**src/rtl/serdes_pkg.sv**
```systemverilog
// -----------------------------------------------------------------------------
// serdes_pkg
// Definitions shared by the serial transmitter and the matching receivers.
//   IDLE / SHIFT : transmitter state encodings
//   PARITY_ODD   : parity polarity (0 = even parity), shared with the receiver
//   cnt_width()  : width of a down-counter that must hold values 0..nbits
// -----------------------------------------------------------------------------
package serdes_pkg;

    localparam logic [0:0] IDLE  = 1'b0;
    localparam logic [0:0] SHIFT = 1'b1;

    localparam logic PARITY_ODD = 1'b0;

    function automatic int cnt_width(input int nbits);
        return $clog2(nbits + 1);
    endfunction

endpackage

```
**src/rtl/parity_calc.sv**
```systemverilog
// -----------------------------------------------------------------------------
// parity_calc
// XOR reduction of a WIDTH-bit word.
//   data   : word to reduce
//   parity : XOR of all bits of data (1 when data has an odd number of ones)
// -----------------------------------------------------------------------------
module parity_calc #(
    parameter int WIDTH = 8
) (
    input  logic [WIDTH-1:0] data,
    output logic             parity
);

    assign parity = ^data;

endmodule

```
**src/rtl/piso_serializer.sv**
```systemverilog
// -----------------------------------------------------------------------------
// piso_serializer
// Parallel-in, serial-out transmitter. Takes a WIDTH-bit word over a
// valid/ready handshake and sends it one bit per clock, MSB or LSB first.
// Optional feature macro: PISO_PARITY_EN -- appends an even parity bit after
// the last data bit (NBITS = WIDTH+1); undefined gives NBITS = WIDTH.
//
// Ports:
//   clock      : rising-edge clock
//   clear      : asynchronous active-high reset
//   load_data  : word to transmit
//   load_valid : load_data is valid
//   load_ready : word can be accepted this cycle (idle or last bit)
//   ser_out    : serial data bit (0 when ser_valid is 0)
//   ser_valid  : ser_out carries a valid bit
//   ser_last   : current bit is the final bit of the word
//   busy       : a word is in transmission
// -----------------------------------------------------------------------------
module piso_serializer
    import serdes_pkg::*;
#(
    parameter int WIDTH     = 8,
    parameter bit MSB_FIRST = 1'b1
) (
    input  logic             clock,
    input  logic             clear,
    input  logic [WIDTH-1:0] load_data,
    input  logic             load_valid,
    output logic             load_ready,
    output logic             ser_out,
    output logic             ser_valid,
    output logic             ser_last,
    output logic             busy
);

`ifdef PISO_PARITY_EN
    localparam int NBITS = WIDTH + 1;
`else
    localparam int NBITS = WIDTH;
`endif
    localparam int CW = cnt_width(NBITS);

    logic [0:0]       state;
    logic [NBITS-1:0] shreg;
    logic [CW-1:0]    cnt;
    logic [NBITS-1:0] load_word;
    logic             last_bit;
    logic             take;
    logic             head;

`ifdef PISO_PARITY_EN
    logic par_raw;
    logic par_bit;

    parity_calc #(.WIDTH(WIDTH)) u_parity (
        .data   (load_data),
        .parity (par_raw)
    );

    assign par_bit = par_raw ^ PARITY_ODD;

    // Parity sits at the tail end of the register so it leaves after the
    // final data bit in either shift direction.
    assign load_word = MSB_FIRST ? {load_data, par_bit} : {par_bit, load_data};
`else
    assign load_word = load_data;
`endif

    // All outputs decode from state/counter/register only.
    assign last_bit   = (state == SHIFT) && (cnt == '0);
    assign load_ready = (state == IDLE) || last_bit;
    assign take       = load_valid && load_ready;
    assign head       = MSB_FIRST ? shreg[NBITS-1] : shreg[0];

    assign busy       = (state == SHIFT);
    assign ser_valid  = (state == SHIFT);
    assign ser_last   = last_bit;
    assign ser_out    = (state == SHIFT) && head;

    always_ff @(posedge clock or posedge clear) begin
        if (clear) begin
            state <= IDLE;
            shreg <= '0;
            cnt   <= '0;
        end else if (take) begin
            state <= SHIFT;
            shreg <= load_word;
            cnt   <= CW'(NBITS - 1);
        end else if (state == SHIFT) begin
            shreg <= MSB_FIRST ? {shreg[NBITS-2:0], 1'b0} : {1'b0, shreg[NBITS-1:1]};
            if (cnt == '0) begin
                state <= IDLE;
            end else begin
                cnt <= cnt - CW'(1);
            end
        end
    end

endmodule

```
**config.mk**
```make
export PLATFORM = sky130hd
export DESIGN_NAME = piso_serializer
export DESIGN_NICKNAME = d
export VERILOG_FILES = /design/src/rtl/serdes_pkg.sv /design/src/rtl/parity_calc.sv /design/src/rtl/piso_serializer.sv
export SDC_FILE = /design/constraint.sdc
export NUM_CORES = 1
export LEC_CHECK = 0
export BUFFER_PORTS_ARGS = -buffer_cell sky130_fd_sc_hd__buf_2
export CAP_MARGIN = 30
export CORE_UTILIZATION = 45
export DETAILED_ROUTE_END_ITERATION = 10
export PLACE_DENSITY = 0.69
export SETUP_SLACK_MARGIN = 0.1
export SLEW_MARGIN = 0
export SYNTH_ARGS = -nofsm -noshare
export SYNTH_HDL_FRONTEND = slang
export SYNTH_SLANG_ARGS = --single-unit
```
**constraint.sdc**
```tcl
create_clock -name clock -period 2.15 [get_ports clock]
set_input_delay 0.1075 -clock clock [delete_from_list [all_inputs] [get_ports clock]]
set_output_delay 0.1075 -clock clock [all_outputs]
set_load 0.05 [all_outputs]
```
==> results of run 1 <==
-- placed cells by master (no fill, tap or decap), drive strengths merged, types with 2 or more instances in the layout --
cell type,n
nand3,2
or3,5
dfrtp,13
nand3b,2
and2,2
nor2,3
clkbuf,4
o211a,2
a211o,2
o221a,6
nand2,2
inv,5
buf,15
-- logic make-up after synthesis --
| group | count (synthesis) |
|---|---|
| fa+ha+maj | 1 |
| mux | 1 |
| simple gates | 21 |
| buf+inv | 10 |
| compound gates | 17 |
| flops | 13 |
-- power by group --
group          internal, uW  total [uW]  switching, uW
Combinational           239         546            307
Sequential              349         456            106
Clock                  71.9         152           79.7
Total                   660        1150            493
-- layer usage --
metal,vias to the layer above,share of wire
li1,267,-
met4,0,0.012
met1,260,0.49
met2,23,0.45
met3,4,0.045
met5,-,0
-- cell type report --
class / count / area [um2] / share of cell area
well taps: 15 / 18.8 / 0.0235
repair buffers: 16 / 87.6 / 0.110
clock buffers: 4 / 26.3 / 0.0329
multi-input cells: 40 / 322 / 0.403
flip-flops and latches: 13 / 325 / 0.408
inverters: 5 / 18.8 / 0.0235
-- per-stage QoR --
| step | instances | worst slack (ns) | power, uW | area (um2) | utilization |
|---|---|---|---|---|---|
| after floorplan | 63 | 0.275 | 884 | 691 | - |
| after global placement | 88 | 0.396 | 969 | 754 | 0.552 |
| after detailed placement | 88 | 0.379 | 986 | 754 | 0.552 |
| after CTS | 93 | 0.123 | 1150 | 793 | 0.581 |
| after global routing | 93 | 0.172 | 1230 | 798 | 0.584 |
| final | 93 | 0.266 | 1150 | 798 | 0.584 |
-- sequential cells by signal, indices dropped and copies added (netlist names) --
register / flops
shreg: 8
cnt: 4
busy: 1
-- path summary, 6_finish.rpt --
| kind | startpoint | end | slack (ns) |
|---|---|---|---|
| worst max register to register | cnt[0] | shreg[2] | 0.40 |
| worst min-delay path | load_data[5] | shreg[5] | 0.08 |
| min in group asynchronous | clear | shreg[3] | 0.39 |
| worst min register to register | shreg[0] | shreg[0] | 0.51 |
| worst max-delay path | cnt[0] | load_ready | 0.27 |
| max in group asynchronous | clear | cnt[3] | 1.43 |
-- timing repair --
| action | in CTS | in global routing |
|---|---|---|
| gates resized for setup | 1 | 2 |
| setup endpoints to repair | 1 | 1 |
| hold buffers | 1 | 0 |
| endpoints found under the hold margin | 13 | 0 |
==> run summary, run 1 <==
#FFs+latches synth: 13
Clk root buf: clkbuf_4
Hold WC Path Type: in2reg
Height of the die: 41.2 um
# IOs: 16
Post-synth top flop: dfrtp_1
Top-count cell post-synth: dfrtp_1
Crit path DAT: 1.78 ns
Share of cells above drive strength 1: 0.269
Per-cell routed wire length: 15.1 um
Crit Path Max Fanout: 6
Post-synthesis mux area share: 0.0145
CP max stage delay: 0.44 ns
Number of flops mapped to enable cells by yosys: 0
Slew Limit Fails: 0
Async S/R FF share, synth: 1.00
Syn Nets: 75
Largest net degree at the start of global routing: 23
Clk slew on worst S/H paths: 0.08 ns
M2 GR Usage: 0.273
Area growth, synth to finish: 15.6%
Vias in the first global route: 480
Initial antenna violation count: 0
FILL cells: 120
WS Path Type: reg2out
Final clock skew: 0.00217 ns
Post-Synth XOR/XNOR Area: 0
Final hold viol count: 0
Via density: 5.96
Post-Synth Adder-Cell Area: 0.0181
Number of diodes: 0
Fin Setup TNS: 0 ns
Fin crit share: 0.876
Register area share after synthesis: 0.471
Simple-gate share of the synthesized area: 0.183
Post-synth top area share: 0.471
Synth Area per Inst: 11.0 um2
Critical path cell sequence: inv_1 -> ha_1 -> or3b_4 -> nand2_2 -> buf_4
Gr usage total: 0.196
CP bufs+invs: 2
RSZ-0062 raised after global routing: false
Yosys cell types: 28
Clock sink total: 13
Worst slew pin tran: 0.606 ns
Hold path depth: 2
Synth Instances: 63
Residual DRC count: 0
H-tree depth: 1
Post-Route WL: 1.41 mm
GR Util met3: 0.0326
Busiest grt layer: met1
Iteration-0 DRC Markers: 4
Grt met1 use: 0.287
Final GP Congestion: 0.703
GRT Residual Overflow: 0
Core Box Area: 1370 um2
Mapped cell area: 691 um2
Final setup viols: 0
Hold Slack: 0.0789 ns
P_leak: 0.000390 uW
Largest cells by area after synthesis: dfrtp_1 (47%), o221a_1 (9.8%), or3_1 (4.5%)
CP Depth: 5
Number of max-cap violations: 0
Routed vias: 554
PortBufs: 15
Die W: 41.2 um
Setup Buffers After CTS: 0
CP Launch Type: flop
Tmin final: 1.88 ns
Antenna Nets Post-Route: 0
Nets: 91
Yosys top cell by area: dfrtp_1
Slew headroom: 0.596
CP top delay family: simple AND/OR/NAND/NOR gates
Die area: 1700 um2
Ys Warns: 0
Num rows: 13
TritonCTS clock tree: yes
Status: completed
Total CTS buffers: 3
Required time of the worst setup path: 2.04 ns
F_max: 531 MHz
Slowest CP cell: or3b_4
FF-to-FF path depth: 5
Compound-Gate Fraction of Synth Area: 0.243
Largest family of logic cells by synthesized area: compound AO/OA/AOI/OAI gates
CTS max path bufs: 2
First-pass GRT wire length: 2.13 mm
Initial Utilization: 0.505
Clk Latency, worst-skew pair: 0.27 ns
Power Density: 1440 nW/um2
Peak supply drop: 0.607 mV
Most common library cells after synthesis: dfrtp_1 (13), o221a_1 (6), inv_1 (5), or3_1 (5)
DR pass1 iterations: 4
Setup crit end kind: output pin
No activity file was read; power rests on OpenSTA's default activity.
==> run 2, diff against run 1 <==
GPL_TIMING_DRIVEN = 0   (was unset)
MAX_ROUTING_LAYER = met4   (was unset)
==> run 2 against run 1 <==
Register-to-register slack worse by 0.05 ns. Die area unchanged. Worst hold slack worse by 0.011 ns. Clock skew up 0.0050 ns. Cell count up 5.4%. Worst setup slack worse by 0.041 ns. Fmax down 2.1%. Combinational power up 9.5%.
==> run summary, run 2 (same netlist as run 1, synthesis figures left out) <==
CP bufs+invs: 3
CP max stage delay: 0.43 ns
Most flop-heavy register: shreg
Crit Path Max Fanout: 6
# IOs: 16
Worst r2r src: cnt[0]
Antenna Nets Post-Route: 0
Final Core Density: 0.608
FF-to-FF path depth: 6
Final GP Congestion: 0.766
Most common cell after layout, fill and taps aside: buf_2
Initial antenna violation count: 0
Share of cells above drive strength 1: 0.277
Clk root buf: clkbuf_4
CTS max path bufs: 2
Initial Utilization: 0.505
Height of the die: 41.2 um
Hold WC Path Type: in2reg
Critical path cell sequence: inv_1 -> ha_1 -> or3b_1 -> buf_6 -> nor2_1 -> buf_2
Final hold viol count: 0
PortBufs: 15
Setup Buffers After CTS: 0
Residual DRC count: 0
Slew Limit Fails: 0
Required time of the worst setup path: 2.04 ns
Gr usage total: 0.230
Die W: 41.2 um
P_leak: 0.000406 uW
Design Area, Final: 831 um2
Setup crit end kind: output pin
Status: completed
Largest net degree at the start of global routing: 14
Total CTS buffers: 3
Vias in the first global route: 508
Core Box Area: 1370 um2
Slew headroom: 0.668
Tmin final: 1.92 ns
Worst slew pin tran: 0.498 ns
Power, Total: 1180 uW
Power Density: 1420 nW/um2
Slowest CP cell: dfrtp_1
Number of max-cap violations: 0
Crit path DAT: 1.82 ns
Most frequent cells in the layout: buf_2 (14), dfrtp_1 (13), o221a_1 (6), or3_1 (5), inv_1 (5)
Iteration-0 DRC Markers: 9
TritonCTS clock tree: yes
Die area: 1700 um2
Clk slew on worst S/H paths: 0.08 ns
HPWL Detailed: 1.02 mm
First-pass GRT wire length: 2.33 mm
Largest register FFs: 8
GRT Residual Overflow: 0
Num rows: 13
CP Depth: 6
DR pass1 iterations: 3
Post-Route WL: 1.44 mm
Hold path startpoint: load_data[5]
Per-cell routed wire length: 14.7 um
Peak supply drop: 0.625 mV
Clock sink total: 13
CP Launch Type: flop
FILL cells: 125
Via density: 5.73
Area growth, synth to finish: 20.3%
Fin Setup TNS: 0 ns
RSZ-0062 raised after global routing: false
CP top delay family: buffers and inverters
R2R Setup Slk: 0.35 ns
Nets: 96
H-tree depth: 1
Number of diodes: 0
Reg2reg end: shreg[1]
Final clock skew: 0.00719 ns
Sequential cell area: 325 um2
Critical path launch point: cnt[0]
Placed cell area: 785 um2
F_max: 520 MHz
WS Path Type: reg2out
Worst setup path end: ser_last
Multi-input logic area: 319 um2
Clk Latency, worst-skew pair: 0.28 ns
Final setup viols: 0
Fin crit share: 0.895
Routed vias: 562
[run 2: cell count changes in the layout (fill, tap and decap cells not counted), sizes merged]
cell    before  now
buf         15   17
clkbuf       4    7
[run 2: stage by stage]
stage,hold slack (ns),cells,worst slack [ns]
after floorplan,-0.0155,63,0.275
after global placement,0.154,93,0.363
after detailed placement,0.159,93,0.349
after CTS,0.0605,98,0.116
after global routing,0.0587,98,0.109
final,0.0682,98,0.225
[run 2: final cells by class]
cell class	instances	share of cell area
sequential	13	0.392
multi-input combinational	40	0.384
timing repair buffer	16	0.110
clock buffer	4	0.0316
tap	15	0.0226
buffer	5	0.0377
inverter	5	0.0226
[run 2: timing repair]
item,CTS,global route
resized for setup,2,3
hold buffers,1,0
hold endpoints to repair,13,0
setup endpoints to repair,1,2
[run 2: worst min-delay path by stage]
| stage | endpoint | slack, ns | cells after the start |
|---|---|---|---|
| detailed placement | shreg[5] | 0.16 | 2 |
| global placement | shreg[3] | 0.15 | 2 |
| finish | shreg[5] | 0.07 | 2 |
| global route | shreg[5] | 0.06 | 2 |
| CTS | shreg[5] | 0.06 | 2 |
| floorplan | busy | -0.02 | 1 |
[run 2: where the power goes]
part / switching [uW] / internal [uW] / total (uW)
logic: 337 / 261 / 598
clock network: 80.4 / 72.0 / 152
registers: 78.9 / 350 / 429
[run 2: worst register-to-register path, stage by stage (launching register included)]
cell and delay [ns]:
dfrtp_1 0.43, inv_1 0.07, ha_1 0.19, or3b_1 0.37, buf_6 0.14, a21bo_4 0.24, o221a_1 0.25
[run 2: metal layers]
layer  vias up  wire length, um  GRT usage
li1        277                -          -
met1       272              697      0.289
met2        11              662      0.332
met3         2               76      0.114
met4         0                6     0.0484
met5         -                0          -
